==> config.mk <==
export PLATFORM = sky130hd
export DESIGN_NAME = barret_req_arbiter_flat
export DESIGN_NICKNAME = d
export VERILOG_FILES = /design/src/rtl/barret_pkg.sv /design/src/rtl/barret_req_arbiter_if.sv /design/src/rtl/barret_rr_grant.sv /design/src/rtl/barret_req_arbiter.sv /design/src/flat_wrapper.sv
export SDC_FILE = /design/constraint.sdc
export NUM_CORES = 1
export LEC_CHECK = 0
export CAP_MARGIN = 20
export CORE_MARGIN = 2
export CORE_UTILIZATION = 40
export DETAILED_ROUTE_END_ITERATION = 7
export PLACE_DENSITY_LB_ADDON = 0.15
export SLEW_MARGIN = 20
export SYNTH_ARGS = -nofsm -noshare
export SYNTH_HDL_FRONTEND = slang
export SYNTH_SLANG_ARGS = --single-unit
==> constraint.sdc <==
create_clock -name clk -period 4.5 [get_ports clk]
set_input_delay 0.9 -clock clk [delete_from_list [all_inputs] [get_ports clk]]
set_output_delay 0.9 -clock clk [all_outputs]
set_load 0.1 [all_outputs]
==> src/rtl/barret_pkg.sv <==
// Shared constants and helpers for the barret_for_1373 reduction datapath.
package barret_pkg;

    localparam int unsigned BARRET_Q     = 1373;
    localparam int unsigned BARRET_IN_W  = 21;
    localparam int unsigned BARRET_OUT_W = 11;
    localparam int unsigned BARRET_QSQ   = 1885129;

    function automatic int unsigned clog2(input int unsigned n);
        int unsigned r;
        r = 0;
        while ((64'd1 << r) < 64'(n)) begin
            r++;
        end
        return r;
    endfunction

endpackage

==> src/rtl/barret_req_arbiter_if.sv <==
// Request/response bundle between producer lanes and the shared reducer arbiter.
interface barret_req_arbiter_if #(
    parameter int unsigned NUM_REQ = 4,
    parameter int unsigned ID_W    = 2,
    parameter int unsigned IN_W    = 21,
    parameter int unsigned OUT_W   = 11
);

    logic [NUM_REQ-1:0]      req_valid;
    logic [NUM_REQ*IN_W-1:0] req_data;
    logic [NUM_REQ-1:0]      req_ready;
    logic                    rsp_valid;
    logic                    rsp_ready;
    logic [OUT_W-1:0]        rsp_data;
    logic [ID_W-1:0]         rsp_id;
    logic                    rsp_err;

    modport master (
        output req_valid, req_data, rsp_ready,
        input  req_ready, rsp_valid, rsp_data, rsp_id, rsp_err
    );

    modport slave (
        input  req_valid, req_data, rsp_ready,
        output req_ready, rsp_valid, rsp_data, rsp_id, rsp_err
    );

endinterface

==> src/rtl/barret_rr_grant.sv <==
// Round-robin priority picker: first asserted request at or after rr_ptr, modulo NUM_REQ.
module barret_rr_grant #(
    parameter int unsigned NUM_REQ = 4,
    parameter int unsigned ID_W    = 2
) (
    input  logic [NUM_REQ-1:0] req,
    input  logic [ID_W-1:0]    rr_ptr,
    input  logic               enable,
    output logic [NUM_REQ-1:0] grant,
    output logic [ID_W-1:0]    winner,
    output logic               any_grant
);

    logic [ID_W:0] idx;

    always_comb begin
        grant     = '0;
        winner    = '0;
        any_grant = 1'b0;
        idx       = '0;
        if (enable) begin
            for (int unsigned i = 0; i < NUM_REQ; i++) begin
                // Extra bit lets the wrap be a subtract instead of a general modulo.
                idx = {1'b0, rr_ptr} + (ID_W+1)'(i);
                if (idx >= (ID_W+1)'(NUM_REQ)) begin
                    idx = idx - (ID_W+1)'(NUM_REQ);
                end
                if (!any_grant && req[idx[ID_W-1:0]]) begin
                    any_grant = 1'b1;
                    winner    = idx[ID_W-1:0];
                end
            end
            if (any_grant) begin
                grant[winner] = 1'b1;
            end
        end
    end

endmodule

==> src/rtl/barret_req_arbiter.sv <==
// Round-robin arbiter sharing one combinational barret_for_1373 reducer between requesters.
// Two stages: operand register feeding the reducer, then a response register.
module barret_req_arbiter
    import barret_pkg::*;
#(
    parameter int unsigned NUM_REQ = 4,
    parameter int unsigned ID_W    = clog2(NUM_REQ),
    parameter int unsigned IN_W    = BARRET_IN_W,
    parameter int unsigned OUT_W   = BARRET_OUT_W,
    parameter int unsigned Q       = BARRET_Q
) (
    input  logic                   clk,
    input  logic                   rst,
    barret_req_arbiter_if.slave    bus,
    output logic [IN_W-1:0]        red_din,
    input  logic [OUT_W-1:0]       red_dout
);

    localparam int unsigned QSQ = Q * Q;

    logic [ID_W-1:0]    rr_ptr_q;
    logic               s1_valid_q;
    logic [ID_W-1:0]    s1_id_q;
    logic               s1_err_q;
    logic               rsp_valid_q;
    logic [OUT_W-1:0]   rsp_data_q;
    logic [ID_W-1:0]    rsp_id_q;
    logic               rsp_err_q;

    logic               s1_free;
    logic               s2_free;
    logic               grant_en;
    logic [NUM_REQ-1:0] grant;
    logic [ID_W-1:0]    winner;
    logic               any_grant;
    logic [IN_W-1:0]    win_data;
    logic [ID_W-1:0]    rr_ptr_d;

    assign s2_free  = !rsp_valid_q || bus.rsp_ready;
    assign s1_free  = !s1_valid_q || s2_free;
    // Gating with rst keeps req_ready low for the whole reset window.
    assign grant_en = s1_free && !rst;

    barret_rr_grant #(
        .NUM_REQ (NUM_REQ),
        .ID_W    (ID_W)
    ) u_rr_grant (
        .req       (bus.req_valid),
        .rr_ptr    (rr_ptr_q),
        .enable    (grant_en),
        .grant     (grant),
        .winner    (winner),
        .any_grant (any_grant)
    );

    assign win_data = bus.req_data[32'(winner) * IN_W +: IN_W];
    assign rr_ptr_d = (winner == ID_W'(NUM_REQ - 1)) ? '0 : winner + 1'b1;

    always_ff @(posedge clk) begin
        if (rst) begin
            rr_ptr_q    <= '0;
            s1_valid_q  <= 1'b0;
            s1_id_q     <= '0;
            s1_err_q    <= 1'b0;
            red_din     <= '0;
            rsp_valid_q <= 1'b0;
            rsp_data_q  <= '0;
            rsp_id_q    <= '0;
            rsp_err_q   <= 1'b0;
        end else begin
            if (s1_valid_q && s2_free) begin
                rsp_valid_q <= 1'b1;
                rsp_data_q  <= s1_err_q ? '0 : red_dout;
                rsp_id_q    <= s1_id_q;
                rsp_err_q   <= s1_err_q;
            end else if (bus.rsp_ready) begin
                rsp_valid_q <= 1'b0;
            end

            if (any_grant) begin
                s1_valid_q <= 1'b1;
                s1_id_q    <= winner;
                s1_err_q   <= (win_data >= IN_W'(QSQ));
                red_din    <= win_data;
                rr_ptr_q   <= rr_ptr_d;
            end else if (s2_free) begin
                s1_valid_q <= 1'b0;
            end
        end
    end

    assign bus.req_ready = grant;
    assign bus.rsp_valid = rsp_valid_q;
    assign bus.rsp_data  = rsp_data_q;
    assign bus.rsp_id    = rsp_id_q;
    assign bus.rsp_err   = rsp_err_q;

endmodule

==> src/flat_wrapper.sv <==
// flat-port wrapper written by rule: the top's interface ports become plain ports
module barret_req_arbiter_flat import barret_pkg::*;
#(
    parameter int unsigned NUM_REQ = 4,
    parameter int unsigned ID_W    = clog2(NUM_REQ),
    parameter int unsigned IN_W    = BARRET_IN_W,
    parameter int unsigned OUT_W   = BARRET_OUT_W,
    parameter int unsigned Q       = BARRET_Q
)
  (clk, rst, red_din, red_dout, bus_req_valid, bus_req_data, bus_rsp_ready, bus_req_ready, bus_rsp_valid, bus_rsp_data, bus_rsp_id, bus_rsp_err);
  barret_req_arbiter_if #(.NUM_REQ(NUM_REQ), .ID_W(ID_W), .IN_W(IN_W), .OUT_W(OUT_W)) bus_i ();
  input  logic clk;
  input  logic rst;
  output logic [IN_W-1:0] red_din;
  input  logic [OUT_W-1:0] red_dout;
  input wire logic [$bits(bus_i.req_valid)-1:0] bus_req_valid;
  input wire logic [$bits(bus_i.req_data)-1:0] bus_req_data;
  input wire logic [$bits(bus_i.rsp_ready)-1:0] bus_rsp_ready;
  output wire logic [$bits(bus_i.req_ready)-1:0] bus_req_ready;
  output wire logic [$bits(bus_i.rsp_valid)-1:0] bus_rsp_valid;
  output wire logic [$bits(bus_i.rsp_data)-1:0] bus_rsp_data;
  output wire logic [$bits(bus_i.rsp_id)-1:0] bus_rsp_id;
  output wire logic [$bits(bus_i.rsp_err)-1:0] bus_rsp_err;
  assign bus_i.req_valid = bus_req_valid;
  assign bus_i.req_data = bus_req_data;
  assign bus_i.rsp_ready = bus_rsp_ready;
  assign bus_req_ready = bus_i.req_ready;
  assign bus_rsp_valid = bus_i.rsp_valid;
  assign bus_rsp_data = bus_i.rsp_data;
  assign bus_rsp_id = bus_i.rsp_id;
  assign bus_rsp_err = bus_i.rsp_err;
  barret_req_arbiter #(.NUM_REQ(NUM_REQ), .ID_W(ID_W), .IN_W(IN_W), .OUT_W(OUT_W), .Q(Q)) u_core (.clk(clk), .rst(rst), .bus(bus_i), .red_din(red_din), .red_dout(red_dout));
endmodule
==> flow_summary.yaml <==
outcome:
  status: "complete, no violations"
die:
  die_area_sq_um: 6480
  initial_utilization: 0.420
  die-width_um: 80.5
  die_h_um: 80.5
  fp.coreArea_sq_um: 5570
  num_rows: 27
  pin_count: 142
clock_tree:
  path_clk_slew_ps: 80
  cts.sinks: 42
  numCtsBuffers: 5
  cts_resized: 0
  htree_levels: 2
  cts_tree: "yes"
  cts-root-buf: "clkbuf_8"
  clk_latency_ps: 300
  cts-hold-fix-buffers: 0
  cts_buffer_depth: 2
  postCtsSetupBuffers: 0
yosys:
  synth_area_sq_um: 2340
  syn-num-nets: 409
  ys_warn_count: 0
  synth_top_family_by_area: "simple AND/OR/NAND/NOR gates"
  synth_most_common_cell: "nand2_1"
  synth_common_cells: "nand2_1 (64), dfxtp_1 (42), nor2_1 (31)"
  ys_seq_area_frac: 0.359
  synth_top_area_cell: "dfxtp_1"
  postSynthAreaPerCell_sq_um: 7.65
  synth_cell_types: 36
  synth-compound-area-share: 0.199
  synthSimpleGateAreaFrac: 0.312
  async_reset_ff_frac: 0
  yosys-top-cells-area: "dfxtp_1 (36%), nand2_1 (10%), nand3b_1 (6.7%), a21oi_1 (6.4%), a32o_1 (6.0%)"
  synth-adder-area-share: 0.00534
  synth_mux_area_frac: 0.0706
  synth_top_cell_area_share: 0.359
  synth_xor_area_frac: 0
  synth_edf_count: 0
  netlist_instances: 306
  synthFlopType: "dfxtp_1"
  synth-seq-cells: 42
detailed_routing:
  drc: 0
  wirelength_mm: 7.29
  drt-pass1-iter-count: 4
  wire_per_inst_um: 14.4
  viasPerCell: 5.20
  drt_iter0_drc: 133
  detail-route-antenna-nets: 0
  vias: 2642
critical_path:
  path_cells: "clkdlybuf4s50_1 -> nor4_1 -> a211o_1 -> or4_4 -> nor2_1 -> buf_12"
  slowest_delay_ps: 530
  crit_arrival_ps: 2810
  path_max_fanout: 15
  cp_top_family: "simple AND/OR/NAND/NOR gates"
  critPathBufInv: 2
  required_ps: 3600
  crit_path_end_kind: "output port"
  timing_worst_setup_path_type: "in2out"
  slowest_stage: "or4_4"
  cp-start-kind: "primary input"
  rrSetupSlack_ps: 1640
grt:
  overflow: 0
  met3_usage: 0.0517
  busiest_layer: "met2"
  grt_pass1_vias: 2553
  met2_usage: 0.397
  grt_util_met1: 0.281
  grt_max_degree: 44
  antenna_found_initial: 0
  grt_pass1_wl_mm: 11.9
  track_usage: 0.230
timing:
  drv_slew: 0
  setup-tns-final_ps: 0
  period_share: 0.825
  rsz0062_at_grt: "false"
  max_freq_ghz: 0.269
  fin_crit_ps: 3710
  worstMarginPinSlew_ps: 1010
  setup_violations: 0
  finClkSkew_ps: 5.89
  relSlewSlack: 0.321
  hold_violations: 0
layout:
  final_area_sq_um: 3910
  diodes: 0
  final.fill_count: 480
  synthToLayoutAreaGrowth_pct: 67.2
  final_nets: 538
  area.sequential_sq_um: 841
  multiInputGateArea_sq_um: 1370
  drive_gt1_frac: 0.0550
place:
  portBuffers: 141
  hpwlAfterDp_mm: 5.55
  place_area_sq_um: 3800
  place.gp.congestion: 0.811
power:
  vdd_drop_max_v: 0.000339
  p_total_mw: 1.45
  p_leak_nw: 1.53
  powerDensity_nw_per_um2: 370
hold_path:
  hp-class: "reg2reg"
run:
  maxCapViolations: 0
==> layer usage <==
layer | vias up | part of all wire
met3 | 18 | 0.070
li1 | 1334 | -
met5 | - | 0
met1 | 1197 | 0.43
met2 | 93 | 0.47
met4 | 0 | 0.024
==> cell type report <==
type                    count  share of cell area
clock buffers               6              0.0185
clock inverters             2             0.00959
inverters                   3             0.00288
multi-input cells         237               0.351
flip-flops and latches     42               0.215
well taps                  72              0.0230
repair buffers            146               0.380
==> placed cells by master (no fill, tap or decap), types with 3 or more instances in the layout <==
| master | count |
|---|---|
| clkbuf_8 | 5 |
| buf_4 | 5 |
| nor2_1 | 31 |
| nand2b_1 | 3 |
| a32o_1 | 14 |
| nand3b_1 | 21 |
| nor3b_1 | 11 |
| nand2_1 | 64 |
| mux2_2 | 4 |
| nand3_1 | 4 |
| dfxtp_1 | 42 |
| clkdlybuf4s50_1 | 137 |
| buf_12 | 4 |
| o21ai_0 | 22 |
| a21oi_1 | 30 |
| mux2i_1 | 12 |
==> per-stage QoR <==
stage | cells | utilization | hold WS [ps] | setup WS, ps
2_1_floorplan | 306 | - | 422 | 220
3_3_place_gp | 500 | 0.682 | 434 | 750
3_5_place_dp | 500 | 0.682 | 435 | 637
4_1_cts | 508 | 0.702 | 448 | 778
5_1_grt | 508 | 0.702 | 475 | 711
6_report | 508 | 0.702 | 449 | 786
==> state kept, by name (all words and copies together) (netlist names) <==
name and cells:
u_core.bus.rsp_data 11, u_core.bus.rsp_err 1, u_core.bus.rsp_id 2, u_core.bus.rsp_valid 1
u_core.red_din 21, u_core.rr_ptr_q 2, u_core.s1_err_q 1, u_core.s1_id_q 2
u_core.s1_valid_q 1
==> worst register-to-register path: stages, from the launching register on <==
cell       delay, ps
dfxtp_1          430
mux2i_1          240
nor2_1            80
or4_4            650
buf_4            260
a32o_1           260
nor4_2           270
o211ai_1         130
a2111oi_1        370
a21o_1           120
==> final timing paths <==
kind	start	endpoint	cells after the start
worst max-delay path	bus_req_valid[1]	bus_req_ready[3]	6
worst min-delay path	u_core.s1_id_q[1]	u_core.s1_id_q[1]	2
worst max register to register	u_core.rr_ptr_q[1]	u_core.s1_err_q	9
worst min register to register	u_core.s1_id_q[1]	u_core.s1_id_q[1]	2
==> power breakdown <==
part / total (mW) / internal (mW) / switching [mW]
registers: 0.447 / 0.418 / 0.0299
logic: 0.705 / 0.238 / 0.466
clock network: 0.297 / 0.166 / 0.131
total: 1.45 / 0.822 / 0.627
==> cell families (layout without fill, tap and decap cells) <==
kind of cell,after synthesis,in the layout
and+or+nand+nor,146,146
AOI/OAI and AO/OA,74,74
DFF,42,42
buffers and inverters,27,157
muxes,16,16
adders and majority gates,1,1
No activity file was read; power rests on OpenSTA's default activity.
